===== config.mk =====
export PLATFORM = sky130hd
export DESIGN_NAME = memory_bus_arbiter
export DESIGN_NICKNAME = d
export VERILOG_FILES = /design/src/rtl/memory_bus_arbiter.sv
export SDC_FILE = /design/constraint.sdc
export NUM_CORES = 1
export LEC_CHECK = 0
export ABC_CLOCK_PERIOD_IN_PS = 4050
export BUFFER_PORTS_ARGS = -buffer_cell sky130_fd_sc_hd__buf_2
export CORE_AREA = 4 4 237 239
export DETAILED_ROUTE_END_ITERATION = 7
export DIE_AREA = 0 0 241 243
export PLACE_DENSITY = 0.43
export SYNTH_ARGS = -nofsm -noshare
export SYNTH_HDL_FRONTEND = slang
export SYNTH_SLANG_ARGS = --single-unit

===== constraint.sdc =====
create_clock -name clock -period 4.05 [get_ports clock]
set_clock_uncertainty 0.05 [all_clocks]
set_input_delay 0 -clock clock [delete_from_list [all_inputs] [get_ports clock]]
set_output_delay 0 -clock clock [all_outputs]
set_load 0.02 [all_outputs]

===== src/rtl/memory_bus_arbiter.sv =====
`timescale 1ns/1ps
`default_nettype none
// ============================================================================
// Module   : memory_bus_arbiter
// Purpose  : Two-master arbiter sharing one memory_controller bus port between
//            an instruction-fetch requester (port 0) and a data load/store
//            requester (port 1). Each transfer is sequenced through the
//            rd_en/wr_en/byte_en/busy handshake, alternating on contention.
// Ports    : clock, reset (async, active-low)
//            mN_rd_en, mN_wr_en, mN_byte_en, mN_addr, mN_wr_data  - master N request
//            mN_rd_data (registered), mN_busy (combinational)     - master N response
//            mem_rd_en, mem_wr_en, mem_byte_en, mem_addr, wr_data - to memory_controller
//            rd_data, mem_busy                                    - from memory_controller
// Revision : 1.0 - initial release
// ============================================================================
module memory_bus_arbiter #(
    parameter int ADDR_SIZE = 64,
    parameter int DATA_SIZE = 64,
    parameter int BYTE_NUM  = 8
) (
    input  logic                 clock,
    input  logic                 reset,
    input  logic                 m0_rd_en,
    input  logic                 m0_wr_en,
    input  logic [BYTE_NUM-1:0]  m0_byte_en,
    input  logic [ADDR_SIZE-1:0] m0_addr,
    input  logic [DATA_SIZE-1:0] m0_wr_data,
    output logic [DATA_SIZE-1:0] m0_rd_data,
    output logic                 m0_busy,
    input  logic                 m1_rd_en,
    input  logic                 m1_wr_en,
    input  logic [BYTE_NUM-1:0]  m1_byte_en,
    input  logic [ADDR_SIZE-1:0] m1_addr,
    input  logic [DATA_SIZE-1:0] m1_wr_data,
    output logic [DATA_SIZE-1:0] m1_rd_data,
    output logic                 m1_busy,
    output logic                 mem_rd_en,
    output logic                 mem_wr_en,
    output logic [BYTE_NUM-1:0]  mem_byte_en,
    output logic [ADDR_SIZE-1:0] mem_addr,
    output logic [DATA_SIZE-1:0] wr_data,
    input  logic [DATA_SIZE-1:0] rd_data,
    input  logic                 mem_busy
);

    typedef enum logic [1:0] {
        S_IDLE = 2'd0,
        S_REQ  = 2'd1,
        S_WAIT = 2'd2,
        S_DONE = 2'd3
    } state_t;

    state_t                 r_state;
    state_t                 w_next_state;

    logic                   r_grant;
    logic                   r_last;
    logic                   r_mem_rd_en;
    logic                   r_mem_wr_en;
    logic [BYTE_NUM-1:0]    r_mem_byte_en;
    logic [ADDR_SIZE-1:0]   r_mem_addr;
    logic [DATA_SIZE-1:0]   r_wr_data;
    logic [DATA_SIZE-1:0]   r_m0_rd_data;
    logic [DATA_SIZE-1:0]   r_m1_rd_data;

    logic                   w_req0;
    logic                   w_req1;
    logic                   w_sel;
    logic                   w_sel_rd;
    logic                   w_sel_wr;
    logic [BYTE_NUM-1:0]    w_sel_byte_en;
    logic [ADDR_SIZE-1:0]   w_sel_addr;
    logic [DATA_SIZE-1:0]   w_sel_wr_data;

    assign w_req0 = m0_rd_en | m0_wr_en;
    assign w_req1 = m1_rd_en | m1_wr_en;

    // On a tie the port that did not win last time is chosen; otherwise the
    // single requester (w_req1 selects port 1, else port 0).
    assign w_sel         = (w_req0 & w_req1) ? ~r_last : w_req1;
    assign w_sel_rd      = w_sel ? m1_rd_en   : m0_rd_en;
    assign w_sel_wr      = w_sel ? m1_wr_en   : m0_wr_en;
    assign w_sel_byte_en = w_sel ? m1_byte_en : m0_byte_en;
    assign w_sel_addr    = w_sel ? m1_addr    : m0_addr;
    assign w_sel_wr_data = w_sel ? m1_wr_data : m0_wr_data;

    // State register
    always_ff @(posedge clock or negedge reset) begin
        if (!reset) begin
            r_state <= S_IDLE;
        end else begin
            r_state <= w_next_state;
        end
    end

    // Next-state logic
    always_comb begin
        w_next_state = r_state;
        case (r_state)
            S_IDLE:  if (w_req0 | w_req1) w_next_state = S_REQ;
            S_REQ:   if (mem_busy)        w_next_state = S_WAIT;
            S_WAIT:  if (!mem_busy)       w_next_state = S_DONE;
            S_DONE:                       w_next_state = S_IDLE;
            default:                      w_next_state = S_IDLE;
        endcase
    end

    // Grant, bus output registers and read-data capture
    always_ff @(posedge clock or negedge reset) begin
        if (!reset) begin
            r_grant       <= 1'b0;
            r_last        <= 1'b1;
            r_mem_rd_en   <= 1'b0;
            r_mem_wr_en   <= 1'b0;
            r_mem_byte_en <= '0;
            r_mem_addr    <= '0;
            r_wr_data     <= '0;
            r_m0_rd_data  <= '0;
            r_m1_rd_data  <= '0;
        end else begin
            case (r_state)
                S_IDLE: begin
                    if (w_req0 | w_req1) begin
                        r_grant       <= w_sel;
                        r_last        <= w_sel;
                        // A write wins when a master raises both enables
                        r_mem_wr_en   <= w_sel_wr;
                        r_mem_rd_en   <= w_sel_rd & ~w_sel_wr;
                        r_mem_byte_en <= w_sel_byte_en;
                        r_mem_addr    <= w_sel_addr;
                        r_wr_data     <= w_sel_wr_data;
                    end
                end
                S_WAIT: begin
                    if (!mem_busy) begin
                        r_mem_rd_en <= 1'b0;
                        r_mem_wr_en <= 1'b0;
                        if (r_mem_rd_en) begin
                            if (r_grant) begin
                                r_m1_rd_data <= rd_data;
                            end else begin
                                r_m0_rd_data <= rd_data;
                            end
                        end
                    end
                end
                default: begin
                end
            endcase
        end
    end

    assign mem_rd_en   = r_mem_rd_en;
    assign mem_wr_en   = r_mem_wr_en;
    assign mem_byte_en = r_mem_byte_en;
    assign mem_addr    = r_mem_addr;
    assign wr_data     = r_wr_data;
    assign m0_rd_data  = r_m0_rd_data;
    assign m1_rd_data  = r_m1_rd_data;

    // Busy drops only in the DONE cycle of the master's own transfer; gated
    // by reset so a held request never reads as pending during reset.
    assign m0_busy = reset & w_req0 & ~((r_state == S_DONE) & ~r_grant);
    assign m1_busy = reset & w_req1 & ~((r_state == S_DONE) &  r_grant);

endmodule
`default_nettype wire


==> results.txt, run 1 <==
The flow ran to the end, and the final reports show no timing, DRC or antenna violations. The final net count is 2329. Yosys attributes the largest share of cell area to sky130_fd_sc_hd__dfrtp_1, sky130_fd_sc_hd__mux2_2, sky130_fd_sc_hd__a21oi_1, sky130_fd_sc_hd__nand2_1, sky130_fd_sc_hd__nor2_1. The count of pins on the block boundary came out at 611. The netlist area before placement is 11200 um^2. The initial core utilization came out at 20.9%. The tightest slew margin relative to the limit is 28.9%. In the global route stage, met3 resource usage came out at 4.21%. By startpoint and endpoint, the worst setup path is classified as reg2reg. The via density per instance came out at 4.28. The final count of negative-setup-slack endpoints is 0. The number of synthesized flops with an enable pin came out at 0. In the synthesized netlist the dominant register cell turns out to be sky130_fd_sc_hd__dfrtp_1. The share of the yosys chip area belonging to registers came out at 60.2%. Setup repair after global routing left no endpoint under its margin. The detail route stage leaves a number of antenna-violating nets equal to 0. Overall power consumption after layout is estimated at 15600 uW.

The number of hold-slack violations in the final timing report is 0. Clock tree synthesis inserted a total of 34 buffers. Routability-driven placement finished with a final weighted congestion of 0.847.

The detailed-router iteration count before antenna repair came out at 6. The portion of synthesized cell area occupied by the leading cell type came out at 59.9%. The critical path ends at mem_byte_en[2]. TritonCTS built the clock tree. The number of antenna violations at the first check in global routing came out at 6. The ratio of total power to cell area came out at 801 nW/um^2. By count the netlist is led by sky130_fd_sc_hd__a21oi_1, sky130_fd_sc_hd__dfrtp_1, sky130_fd_sc_hd__nand2_1. The number of max-cap violations is 0. Along the worst path, the maximum fanout reaches 86. The maximum resistive drop on vdd is 0.391 mV. The dominant cell type by area after synthesis is sky130_fd_sc_hd__dfrtp_1. The met1 demand-to-capacity share in global routing came out at 16.8%.

For this run, design rule violations remaining after detail routing come to 0. The root buffer cell chosen for the clock tree is sky130_fd_sc_hd__clkbuf_16. The number of flip-flops and latches in the synthesized netlist came out at 270. Yosys mapped the design onto 26 distinct sky130hd cell types. The number of setup buffers added after CTS is 0.

The mean cell area of the mapped netlist is 10.6 um^2. The final routed wirelength across all metal layers is 46600 um. The area of the die came out at 58600 um^2. Clock latency on the worst-skew pair, taken at its later pin, is 0.52 ns.

The most critical setup path has its startpoint at r_state[0]. The most utilized layer in the global route result is met2. The maximum clock frequency is 344 MHz. The leakage power came out at 0.00954 uW. The arrival time at the worst endpoint came out at 3.31 ns. The total of fill cells in the finished design came out at 5548. The port buffer count came out at 610. Clock-pin slew was measured on the worst setup and hold paths at 0.06 ns. STA classifies the critical path endpoint as a flop. The floorplan has 85 rows. In the post-synthesis netlist, the cell with the most instances is sky130_fd_sc_hd__a21oi_1. The synthesized netlist net count came out at 1403. The first-pass GRT wire length is 70800 um. The worst-case register-to-register setup slack is 1.15 ns. The worst setup path is launched from a flop. The total routing resource utilization after global routing came out at 15.2%. The startpoint identified for the worst register-to-register timing path is r_state[0]. The growth of design area from synthesis to finish is 73.6%. Entering global routing, the biggest net connects 94 pins. The synthesis warning total came out at 0. Detailed routing inserted a total of 11600 vias. Detailed placement finished with a half-perimeter wire length of 31700 um. For this run, global-route usage on met2 was measured as 27.0%. The minimum clock period after layout came out at 2.90 ns. The share of the cycle needed by the critical path after routing is 71.7%. No sink is reached through more buffers than the 3 on the longest clock path.

Setup total negative slack on the finished layout was measured at 0 ns. The number of cells on the worst reg-to-reg path came out at 7. STA puts the critical path data required time at 4.46 ns. The mean routed wirelength per cell came out at 17.3 um. The core region area came out at 53800 um^2. The iteration-0 DRC count of the detailed router is 362. The tree built by TritonCTS fans out to 270 sinks. Counting flops with an async set or reset pin after synthesis yields a share of 100%. The remaining global-route overflow came out at 0. The synthesized netlist cell count came out at 1056.

From bottom edge to top edge, the die measures 243 um. The slew of the pin with the lowest slew margin is 1.07 ns. The count of pins over their slew limit was 0. The number of levels the H-tree was split into came out at 2. The fraction of final layout cells sized beyond drive strength 1 is 40.3%.

The horizontal die dimension is 241 um. The endpoint of the lowest-slack register-to-register path is mem_byte_en[2]. The via count of the first global-routing pass came out at 12600.

In this run the worst hold path is classified as in2async.
==> worst max-delay path: stages, from the launching register on <==
cell	delay [ns]
sky130_fd_sc_hd__dfrtp_1	0.39
sky130_fd_sc_hd__inv_1	0.08
sky130_fd_sc_hd__ha_1	0.26
sky130_fd_sc_hd__nand2_4	0.76
sky130_fd_sc_hd__buf_12	0.33
sky130_fd_sc_hd__a21oi_1	0.09
sky130_fd_sc_hd__a21oi_1	0.17
sky130_fd_sc_hd__dlygate4sd3_1	0.56
==> report_power, final <==
part,internal [uW],switching [uW],leakage (uW)
sequential,3990,676,0.00329
clock,1760,1190,0.000532
combinational,3570,4430,0.00572
total,9320,6300,0.00954
==> logic make-up after synthesis <==
family / Yosys count / synth area share [%]
compound gates: 288 / 13.0
mux: 130 / 13.0
simple gates: 285 / 9.74
fa+ha+maj: 4 / 0.446
flops: 270 / 60.2
buf+inv: 79 / 3.60
==> repair_timing <==
| item | 4_1_cts | 5_1_grt |
|---|---|---|
| resized for setup | 0 | 0 |
| hold buffers | 343 | 0 |
| hold endpoints to repair | 353 | 0 |
==> registers in the layout, summed over array words and instances (netlist names) <==
register,flops
wr_data,64
m1_rd_data,64
r_grant,1
mem_rd_en,1
r_state,2
r_last,1
m0_rd_data,64
mem_addr,64
mem_wr_en,1
mem_byte_en,8
==> per-stage QoR <==
step	setup WS, ns	area, um^2	utilization (%)	hold slack, ns	cells
2_1_floorplan	2.11	11200	-	-0.346	1056
3_3_place_gp	1.72	15000	27.8	0.00965	2299
3_5_place_dp	1.68	15000	27.8	0.0181	2299
4_1_cts	1.13	19500	36.2	0.0312	2699
5_1_grt	0.923	19500	36.2	0.0588	2702
6_report	1.15	19500	36.2	0.00546	2703
==> metal layers <==
layer | routed length, um | vias to the layer above
li1 | - | 5435
met1 | 17800 | 5594
met2 | 23600 | 441
met3 | 3350 | 107
met4 | 1880 | 0
met5 | 0 | -
==> layout by cell type (no fill, tap or decap), types with 2 or more instances in the layout <==
| cell type | n |
|---|---|
| sky130_fd_sc_hd__buf_4 | 4 |
| sky130_fd_sc_hd__mux2_2 | 130 |
| sky130_fd_sc_hd__a21oi_1 | 276 |
| sky130_fd_sc_hd__clkinv_8 | 2 |
| sky130_fd_sc_hd__o21ai_0 | 5 |
| sky130_fd_sc_hd__diode_2 | 4 |
| sky130_fd_sc_hd__clkbuf_8 | 6 |
| sky130_fd_sc_hd__nand2_1 | 141 |
| sky130_fd_sc_hd__ha_1 | 4 |
| sky130_fd_sc_hd__clkbuf_16 | 35 |
| sky130_fd_sc_hd__clkinv_2 | 4 |
| sky130_fd_sc_hd__nor2_1 | 137 |
| sky130_fd_sc_hd__dlygate4sd3_1 | 343 |
| sky130_fd_sc_hd__inv_1 | 6 |
| sky130_fd_sc_hd__dfrtp_1 | 269 |
| sky130_fd_sc_hd__buf_12 | 6 |
| sky130_fd_sc_hd__buf_2 | 609 |
| sky130_fd_sc_hd__clkbuf_1 | 8 |
==> how the worst min path moves through the flow <==
| stage | start | endpoint | slack (ns) |
|---|---|---|---|
| global route | reset | m0_rd_data[16] | 0.06 |
| floorplan | reset | m0_rd_data[0] | -0.35 |
| finish | reset | m0_rd_data[43] | 0.005 |
| CTS | reset | m0_rd_data[43] | 0.03 |
| detailed placement | reset | m0_rd_data[43] | 0.02 |
| global placement | reset | m0_rd_data[43] | 0.01 |
==> area by class of cell <==
class / count / area, um^2 / area share [%]
well taps: 696 / 871 / 4.47
clock inverters: 8 / 91.3 / 0.468
repair buffers: 963 / 6650 / 34.1
diodes: 4 / 10.0 / 0.0513
inverters: 6 / 22.5 / 0.115
multi-input cells: 707 / 4110 / 21.1
flip-flops and latches: 270 / 6760 / 34.7
clock buffers: 49 / 988 / 5.07
Power figures use the tool's default switching activity.
==> run 2: changes to the inputs <==
- ABC_AREA: not set -> 1
- ABC_CLOCK_PERIOD_IN_PS: 4050 -> 2600
- CORE_AREA: 4 4 237 239 -> 4 4 238 240
- DIE_AREA: 0 0 241 243 -> 0 0 242 244
- PLACE_DENSITY: 0.43 -> 0.47
- clock period: 4.05 -> 2.6 ns (I/O delays scaled with it)
==> results.txt, run 2 <==
The tightest slew margin relative to the limit is 46.4% (was 28.9%). The leading cell type in the layout, fill and taps excluded is sky130_fd_sc_hd__buf_2 (unchanged). The most utilized layer in the global route result was met2 (unchanged).

The count of pins over their slew limit was 0 (unchanged). Outcome: complete, no violations (unchanged). The final weighted congestion of routability-driven global placement came out at 0.887 (was 0.847).

The most repeated cell in the gate-level netlist after synthesis is sky130_fd_sc_hd__nand2_1 (was sky130_fd_sc_hd__a21oi_1). The number of standard cells in the layout, taps in and fillers out came out at 3198 (was 2703). The post-synthesis share of cell area spent on and, or, nand and nor gates is 30.6% (was 9.74%).

The core region area came to 54700 um^2 (was 53800 um^2). The growth of design area from synthesis to finish came out at 66.1% (was 73.6%). The startpoint of the worst hold path is m0_rd_en. The synthesized netlist cell count is 1563 (was 1056). The number of nets still failing antenna checks after routing is 0 (unchanged). The post-route DRC violation count is 0 (unchanged). The vertical die dimension came out at 244 um (was 243 um).

The number of levels the H-tree was split into came to 2 (unchanged). The count of pins on the block boundary was 611 (unchanged). The final routed wirelength across all metal layers is 50700 um (was 46600 um).

The clock latency at the later pin of the worst-skew pair is 0.52 ns (about the same). The portion of synthesized cell area occupied by the leading cell type is 53.7% (was 59.9%). The dominant register cell in the synthesized netlist is sky130_fd_sc_hd__dfrtp_1 (unchanged). The number of synthesized flops with an enable pin was 0 (unchanged). The minimum setup slack in the final design came out at 0.118 ns (was 1.15 ns). The multiplexer area fraction after synthesis came out at 0% (was 13.0%). The slew of the pin with the lowest slew margin was 0.804 ns (was 1.07 ns). The utilization after layout is 38.1% (was 36.2%). The count of standard-cell rows was 86 (was 85).

The startpoint kind of the worst setup timing path is a flop (unchanged). The arrival time at the worst endpoint is 2.89 ns (was 3.31 ns). The initial core utilization is 22.9% (was 20.9%).

The final total negative setup slack came out at 0 ns (unchanged). The number of hold-slack violations in the final timing report came to 0 (unchanged). The area of all placed cells without fillers is 20800 um^2 (was 19500 um^2). The leakage power is 0.0113 uW (was 0.00954 uW). Unrepaired setup endpoints after global routing: no (unchanged).

The share of the cycle needed by the critical path after routing is 95.5% (was 71.7%). The total clock sinks came out at 270 (unchanged). The port buffer count came out at 610 (unchanged). The dominant cell type by area after synthesis was sky130_fd_sc_hd__dfrtp_1 (unchanged).

The adder and majority cell fraction of the synthesized area came out at 0.400% (was 0.446%). The category of the worst setup path capture point is a flop (unchanged). Synth cell count leaders: sky130_fd_sc_hd__nand2_1, sky130_fd_sc_hd__dfrtp_1, sky130_fd_sc_hd__inv_1 (was sky130_fd_sc_hd__a21oi_1, sky130_fd_sc_hd__dfrtp_1, sky130_fd_sc_hd__nand2_1). The number of setup buffers added after CTS is 0 (unchanged). The mean cell area of the mapped netlist is 8.01 um^2 (was 10.6 um^2). The area fraction in compound gates after synthesis was 5.58% (was 13.0%).

The via count of the first global-routing pass came out at 14800 (was 12600). The total routing resource utilization after global routing came out at 16.8% (was 15.2%). The largest family of logic cells by synthesized area was simple AND/OR/NAND/NOR gates (was multiplexers).

The post-detailed-placement cell area came out at 16300 um^2 (was 15000 um^2). The TritonCTS clock tree is done (unchanged). The final count of negative-setup-slack endpoints came out at 0 (unchanged).

The maximum clock frequency is 403 MHz (was 344 MHz). The fraction of final layout cells sized beyond drive strength 1 came to 27.5% (was 40.3%). The placed instance count is 2788 (was 2299). The pin count of the biggest net entering global routing is 140 (was 94). The launching element of the worst setup path is r_state[0] (unchanged). The critical path class was reg2reg (unchanged).

The number of flip-flops and latches in the synthesized netlist came to 270 (unchanged). The share of the yosys chip area belonging to registers was 53.9% (was 60.2%). The required time of the worst setup path is 3.01 ns (was 4.46 ns). The met1 demand-to-capacity share in global routing came out at 18.8% (was 16.8%). The detailed placement HPWL is 33500 um (was 31700 um). The remaining global-route overflow was 0 (unchanged). The number of distinct library cells after synthesis came out at 20 (was 26). The routed via count is 13700 (was 11600). The detailed-router iteration count before antenna repair is 5 (was 6). The netlist area before placement is 12500 um^2 (was 11200 um^2).

The minimum clock period after layout is 2.48 ns (was 2.90 ns). The ratio of total power to cell area came out at 1120 nW/um^2 (was 801 nW/um^2). The met2 routing resource usage after global routing came out at 29.0% (was 27.0%). The first-pass GRT wire length came to 80800 um (was 70800 um). The number of antenna violations at the first check in global routing came out at 9 (was 6). The total of fill cells in the finished design is 5583 (was 5548). The clock root buffer is sky130_fd_sc_hd__clkbuf_16 (unchanged). The largest fanout of any net on the critical path came out at 5 (was 86). The maximum resistive drop on vdd is 0.606 mV (was 0.391 mV). The number of max-cap violations came out at 0 (unchanged).

The via density per instance came out at 4.29 (was 4.28). The mean routed wirelength per cell is 15.8 um (was 17.3 um). The worst setup slack after placement was 0.823 ns (was 1.68 ns). The synthesis warning total came out at 0 (unchanged). The final net count is 2812 (was 2329). The source of the worst register-to-register timing path was r_state[0] (unchanged).

The synthesized netlist net count came out at 1910 (was 1403). The XOR/XNOR share of the synthesized area is 0% (unchanged). Top post-synthesis cells by area: sky130_fd_sc_hd__dfrtp_1, sky130_fd_sc_hd__nand2_1, sky130_fd_sc_hd__nand3b_1, sky130_fd_sc_hd__nand3_1, sky130_fd_sc_hd__inv_1 (was sky130_fd_sc_hd__dfrtp_1, sky130_fd_sc_hd__mux2_2, sky130_fd_sc_hd__a21oi_1, sky130_fd_sc_hd__nand2_1, sky130_fd_sc_hd__nor2_1). The met3 capacity usage during global routing is 6.04% (was 4.21%). The iteration-0 DRC count of the detailed router was 570 (was 362).

The clock transition time at the flip-flop clock pins of the worst setup and hold paths is 0.06 ns (about the same). The horizontal die dimension came out at 242 um (was 241 um). The class of the tightest hold or removal check was in2reg (was in2async). The area of the die was 59000 um^2 (was 58600 um^2).

Highest-count cells in the layout ignoring fill and taps: sky130_fd_sc_hd__buf_2, sky130_fd_sc_hd__nand2_1, sky130_fd_sc_hd__dlygate4sd3_1 (was sky130_fd_sc_hd__buf_2, sky130_fd_sc_hd__dlygate4sd3_1, sky130_fd_sc_hd__a21oi_1). The number of buffers added by the clock tree synthesis step is 34 (unchanged). The proportion of register bits with asynchronous set or reset after synthesis is 100% (unchanged). The maximum count of clock buffers along a single path came out at 3 (unchanged).
==> run 2: cell count changes after synthesis, sizes merged, moves of 2 or more <==
cell / delta
inv: +181
nand2: +461
clkbuf: -10
mux2: -130
nor2: -131
a211oi: +2
buf: +39
nand3b: +109
nand3: +143
a21oi: -274
o21ai: +128
==> run 2: worst paths after layout <==
check / to / slack (ns) / cells after the start
max reg2reg: mem_wr_en / 0.12 / 8
min in group asynchronous: wr_data[25] / 0.55 / 3
min: r_state[1] / 0.05 / 6
max in group asynchronous: mem_addr[59] / 0.48 / 4
min reg2reg: mem_addr[50] / 0.42 / 2
max: mem_wr_en / 0.12 / 8
==> run 2: per-stage QoR <==
step / power, uW / hold slack, ns
3_5_place_dp: 17500 / -0.0796
6_report: 23400 / 0.0498
3_3_place_gp: 17400 / -0.0916
5_1_grt: 25100 / 0.0912
2_1_floorplan: 13500 / -0.346
4_1_cts: 23600 / 0.00583
==> run 2: cell families after synthesis <==
family / count (synthesis)
AO/OA/AOI/OAI: 138
adder cells (fa/ha/maj): 4
buffers and inverters: 289
flip-flops: 270
AND/OR/NAND/NOR: 862
==> run 2: report_power, final <==
| group | switching [uW] | leakage (uW) | internal [uW] | total (uW) |
|---|---|---|---|---|
| sequential | 1100 | 0.00344 | 6220 | 7320 |
| clock | 1820 | 0.000527 | 2750 | 4570 |
| combinational | 7130 | 0.00731 | 4340 | 11500 |
==> run 2: repair_timing <==
action | 4_1_cts | 5_1_grt
setup endpoints to repair | 0 | 2
hold buffers | 345 | 0
resized for setup | 0 | 3
hold endpoints to repair | 427 | 0
==> run 2: layer usage <==
metal  wire (um)  part of all wire, %  up-vias
li1            -                    -     6649
met1       19700                   39     6401
met2       24400                   48      533
met3        4280                  8.4      136
met4        2330                  4.6        8
met5          58                 0.11        -
==> run 2: final cells by class <==
class | instances | area (um^2) | area share (%)
Sequential cell | 270 | 6760 | 32.5
Timing Repair Buffer | 968 | 6750 | 32.4
Multi-Input combinational cell | 1004 | 4630 | 22.3
Clock buffer | 53 | 1000 | 4.82
Tap cell | 704 | 881 | 4.23
Inverter | 187 | 707 | 3.40
Clock inverter | 7 | 63.8 | 0.307
Antenna cell | 5 | 12.5 | 0.0601
==> run 2: critical path, cell delays in order, from the launching register on <==
cell                            delay [ns]
sky130_fd_sc_hd__dfrtp_1              0.39
sky130_fd_sc_hd__inv_1                0.09
sky130_fd_sc_hd__ha_2                 0.25
sky130_fd_sc_hd__or2_2                0.31
sky130_fd_sc_hd__nand3_1              0.09
sky130_fd_sc_hd__dlygate4sd3_1        0.59
sky130_fd_sc_hd__nand2_1              0.06
sky130_fd_sc_hd__nand2_1              0.06
sky130_fd_sc_hd__dlygate4sd3_1        0.54
